## config.mk

```make
export PLATFORM = sky130hd
export DESIGN_NAME = wptr_full_ctrl
export DESIGN_NICKNAME = d
export VERILOG_FILES = /design/src/rtl/fifo_pkg.sv /design/src/rtl/wptr_full_ctrl.sv
export SDC_FILE = /design/constraint.sdc
export NUM_CORES = 1
export LEC_CHECK = 0
export ABC_AREA = 1
export CAP_MARGIN = 20
export CORE_AREA = 2 2 85 87
export CTS_CLUSTER_DIAMETER = 150
export DETAILED_ROUTE_END_ITERATION = 16
export DIE_AREA = 0 0 87 89
export PLACE_DENSITY = 0.41
export SYNTH_ARGS = -nofsm -noshare
export SYNTH_HDL_FRONTEND = slang
export SYNTH_SLANG_ARGS = --single-unit
```

## constraint.sdc

```tcl
create_clock -name wclk -period 5.6 [get_ports wclk]
set_input_delay 0.84 -clock wclk [delete_from_list [all_inputs] [get_ports wclk]]
set_output_delay 0.84 -clock wclk [all_outputs]
set_load 0.1 [all_outputs]
```

## src/rtl/fifo_pkg.sv

```systemverilog
// Shared async-FIFO helpers: pointer width derivation and Gray/binary conversion.
// Functions operate on 32-bit zero-extended values so any pointer width up to 32 can use them.
package fifo_pkg;

  localparam int unsigned MaxPtrWidth = 32;

  function automatic int unsigned ptr_width(input int unsigned addr_width);
    return addr_width + 1;
  endfunction

  function automatic logic [MaxPtrWidth-1:0] bin2gray(input logic [MaxPtrWidth-1:0] b);
    return b ^ (b >> 1);
  endfunction

  // Zero-extended upper bits leave the low-order result unchanged.
  function automatic logic [MaxPtrWidth-1:0] gray2bin(input logic [MaxPtrWidth-1:0] g);
    logic [MaxPtrWidth-1:0] b;
    b[MaxPtrWidth-1] = g[MaxPtrWidth-1];
    for (int i = MaxPtrWidth - 2; i >= 0; i--) begin
      b[i] = b[i+1] ^ g[i];
    end
    return b;
  endfunction

endpackage

```

## src/rtl/wptr_full_ctrl.sv

```systemverilog
// Write-domain pointer and full/almost-full/free-space/overflow controller for the async FIFO.
// Status is computed against the synchronised (stale) read pointer, so it is pessimistic.
module wptr_full_ctrl
  import fifo_pkg::*;
#(
  parameter int unsigned ADDR_WIDTH   = 7,
  parameter int unsigned AFULL_THRESH = 4
) (
  input  logic                  wclk,
  input  logic                  wrst_n,
  input  logic                  winc,
  input  logic [ADDR_WIDTH:0]   wq2_rptr,
  input  logic                  wovf_clr,
  output logic                  wen,
  output logic [ADDR_WIDTH-1:0] waddr,
  output logic [ADDR_WIDTH:0]   wptr,
  output logic                  wfull,
  output logic                  walmost_full,
  output logic [ADDR_WIDTH:0]   wfree,
  output logic                  woverflow
);

  localparam int unsigned PtrWidth = ptr_width(ADDR_WIDTH);
  localparam int unsigned Depth    = 1 << ADDR_WIDTH;
  localparam int unsigned Msb      = PtrWidth - 1;

  if (ADDR_WIDTH < 2) begin : g_bad_addr_width
    $error("wptr_full_ctrl: ADDR_WIDTH must be >= 2");
  end
  if (AFULL_THRESH < 1 || AFULL_THRESH > Depth - 1) begin : g_bad_afull
    $error("wptr_full_ctrl: AFULL_THRESH must be in 1..DEPTH-1");
  end

  logic [PtrWidth-1:0] wbin_q, wbin_d;
  logic [PtrWidth-1:0] wgray_q, wgray_d;
  logic [PtrWidth-1:0] wfree_q, wfree_d;
  logic                wfull_q, wfull_d;
  logic                afull_q, afull_d;
  logic                ovf_q, ovf_d;

  logic                accept;
  logic [PtrWidth-1:0] full_cmp;
  logic [PtrWidth-1:0] rbin_s;
  logic [PtrWidth-1:0] used;
  logic [MaxPtrWidth-1:0] gray_wide, rbin_wide;

  always_comb begin
    accept    = winc & ~wfull_q;
    wbin_d    = wbin_q + PtrWidth'(accept);
    gray_wide = bin2gray(MaxPtrWidth'(wbin_d));
    wgray_d   = gray_wide[PtrWidth-1:0];

    // Full when write pointer leads the read pointer by exactly one lap.
    full_cmp  = {~wq2_rptr[Msb:Msb-1], wq2_rptr[Msb-2:0]};
    wfull_d   = (wgray_d == full_cmp);

    rbin_wide = gray2bin(MaxPtrWidth'(wq2_rptr));
    rbin_s    = rbin_wide[PtrWidth-1:0];
    used      = wbin_d - rbin_s;
    wfree_d   = PtrWidth'(Depth) - used;
    afull_d   = (wfree_d <= PtrWidth'(AFULL_THRESH));

    // Set has priority over clear.
    ovf_d     = (winc & wfull_q) | (ovf_q & ~wovf_clr);
  end

  always_ff @(posedge wclk or negedge wrst_n) begin
    if (!wrst_n) begin
      wbin_q  <= '0;
      wgray_q <= '0;
      wfree_q <= PtrWidth'(Depth);
      wfull_q <= 1'b0;
      afull_q <= 1'b0;
      ovf_q   <= 1'b0;
    end else begin
      wbin_q  <= wbin_d;
      wgray_q <= wgray_d;
      wfree_q <= wfree_d;
      wfull_q <= wfull_d;
      afull_q <= afull_d;
      ovf_q   <= ovf_d;
    end
  end

  assign wen          = winc & ~wfull_q;
  assign waddr        = wbin_q[ADDR_WIDTH-1:0];
  assign wptr         = wgray_q;
  assign wfull        = wfull_q;
  assign walmost_full = afull_q;
  assign wfree        = wfree_q;
  assign woverflow    = ovf_q;

endmodule

```

==> flow_metrics.tcl <==
set metrics [dict create \
    grt.total_usage_pct 10.3 \
    finalNetCount 276 \
    cts_hold_buffers 0 \
    crit_chain "clkdlybuf4s50_1 -> inv_1 -> nor2_1 -> ha_1 -> ha_1 -> nand2_1 -> nor2_2 -> nand2_2 -> xor2_1 -> ha_1 -> ha_1 -> nand2_1 -> inv_1 -> nand4_1 -> nand3_1 -> xor2_1 -> xor2_1 -> nor2_1" \
    cts.repair.resized 0 \
    syn_nets 232 \
    hold_viol 0 \
    crit_required_ns 5.77 \
    avgSynthCellArea_um2 8.08 \
    grt_pass1_wl_mm 6.19 \
    max_cap_violations 0 \
    fill_cells 698 \
    max-slew-margin-rel_pct 34.7 \
    path_delay_family "adder cells" \
    cts_setup_buffers 0 \
    clock_latency_ns 0.28 \
    cts_buffers 3 \
    design.core.area_mm2 0.00672 \
    die_x_um 87 \
    finalClockSkew_ns 0.00508 \
    drive_above_1_share_pct 13.4 \
    syn_to_final_growth_pct 33.9 \
    setup_viol 0 \
    dieArea_mm2 0.00774 \
    reg2reg_slack_ns 2.56 \
    initial_utilization_pct 24.5 \
    ys_seq_area_share_pct 39.6 \
    via_per_inst 4.26 \
    vias 1392 \
    drv_slew 0 \
    grt_pass1_vias 1374 \
    yosysUniqueCellTypes 24 \
    yosys.area.top_type "dfrtp_1" \
    cts.path.max_buffers 2 \
    antenna_left 0 \
    overflow 0 \
    syn-cell-area_mm2 0.00165 \
    critPathMostFrequentCell "ha_1" \
    grt_max_degree 27 \
    ys_warn_count 0 \
    cp-end-kind "flip-flop" \
    cp_max_fo 4 \
    cts_tree "built" \
    post-route-drc-count 0 \
    multi_input_area_um2 872 \
    cpMaxStageDelayCell "clkdlybuf4s50_1" \
    dpl.hpwl_mm 3.00 \
    die_y_um 89 \
    register_area_um2 652 \
    diodes 0 \
    htree_num_levels 1 \
    critPathArrivalTime_ns 3.85 \
    status "finished, final reports clean" \
    layout_common_cells "nand2_1, clkdlybuf4s50_1, inv_1, nand3_1, dfrtp_1" \
    critPathMaxStageDelay_ns 0.47 \
    io_pins 39 \
    critical_path_buf_inv_count 3 \
    synth_seq_cells 26 \
    rows 30 \
    setup_tns_ns 0 \
    cts.sinks 26 \
    wl_per_cell_um 11.2 \
    antenna_found_initial 0 \
    synth_cells 204 \
    synth_top_area_share_pct 38.0 \
    min_path_type "reg -> reg" \
    max_freq_mhz 272 \
    first_pass_iters 4 \
    gp_congestion 0.790 \
    tightest_slew_ns 0.976 \
    clk_pin_slew_ns 0.10 \
    min_period_ns 3.68 \
    rsz0062_at_grt "false" \
    cts_root_buf "clkbuf_8" \
    wirelength_mm 3.67 \
    io_buffers 38 \
    worst-setup-path-type "in -> reg" \
    cp-start-kind "input port" \
    synthTopCellsByArea "dfrtp_1, nand2_1, ha_1" \
    finalCritPeriodShare_pct 65.7 \
    mostFrequentLayoutCell "nand2_1" \
    first_iter_violations 48 \
]
sequential cells by signal, indices dropped and copies added (netlist names):
name,cells
wbin_q,8
wfree,8
wptr,7
walmost_full,1
wfull,1
woverflow,1
tightest hold or removal path: stages (launching register included):
cell and delay (ns):
dfrtp_1 0.38, nand2_1 0.05, o21ai_0 0.06
per-layer routing:
layer	track usage [%]	part of all wire [%]	wire length, um	up-vias
li1	-	-	-	731
met1	12.8	47	1720	640
met2	17.9	49	1810	19
met3	1.85	3.2	117	2
met4	3.41	0.44	16	0
met5	0	0	0	-
kinds of logic after synthesis:
logic type	after synthesis	share of synthesized area (%)
and+or+nand+nor	111	31.6
buffers and inverters	33	7.52
DFF	26	39.6
adders and majority gates	16	12.6
AOI/OAI and AO/OA	10	4.02
xor gates and xnor gates	8	4.71
synth_stat cells (all sizes together):
cell type and instances:
o21a 1, dfrtp 25, nand4 2, o21ai 3, a31oi 1, fa 1
nand2 70, nand3 29, o21bai 2, nor2 9, dfstp 1, xor2 6
inv 33, a21oi 3, and2 1, xnor2 2, ha 15
per-stage QoR:
step | utilization [%] | hold slack (ns) | std cells | setup WS (ns) | instance area [um2]
after floorplan | - | 0.544 | 204 | 0.812 | 1650
after detailed placement | 31.8 | 0.514 | 323 | 1.59 | 2140
after global routing | 32.8 | 0.565 | 327 | 1.61 | 2210
after CTS | 32.8 | 0.539 | 327 | 1.88 | 2210
final | 32.8 | 0.529 | 327 | 1.92 | 2210
after global placement | 31.8 | 0.516 | 323 | 1.62 | 2140
area by class of cell:
cell class | instances | area share, %
multi-input cells | 145 | 39.5
repair buffers | 39 | 17.6
well taps | 80 | 4.54
clock buffers | 3 | 1.87
inverters | 33 | 5.61
flip-flops and latches | 26 | 29.5
clock inverters | 1 | 1.36
path summary, 6_finish.rpt:
kind	start	endpoint	cells past startpoint
setup / recovery	winc	walmost_full	18
hold / removal	wfull	woverflow	2
setup reg to reg	wfull	walmost_full	16
hold reg to reg	wfull	woverflow	2
max in group asynchronous	wrst_n	wfree[7]	2
min in group asynchronous	wrst_n	woverflow	2
Power is left out: the tool's default activity adds up to more than one toggle a clock period on the data nets, which glitch-free logic cannot reach.
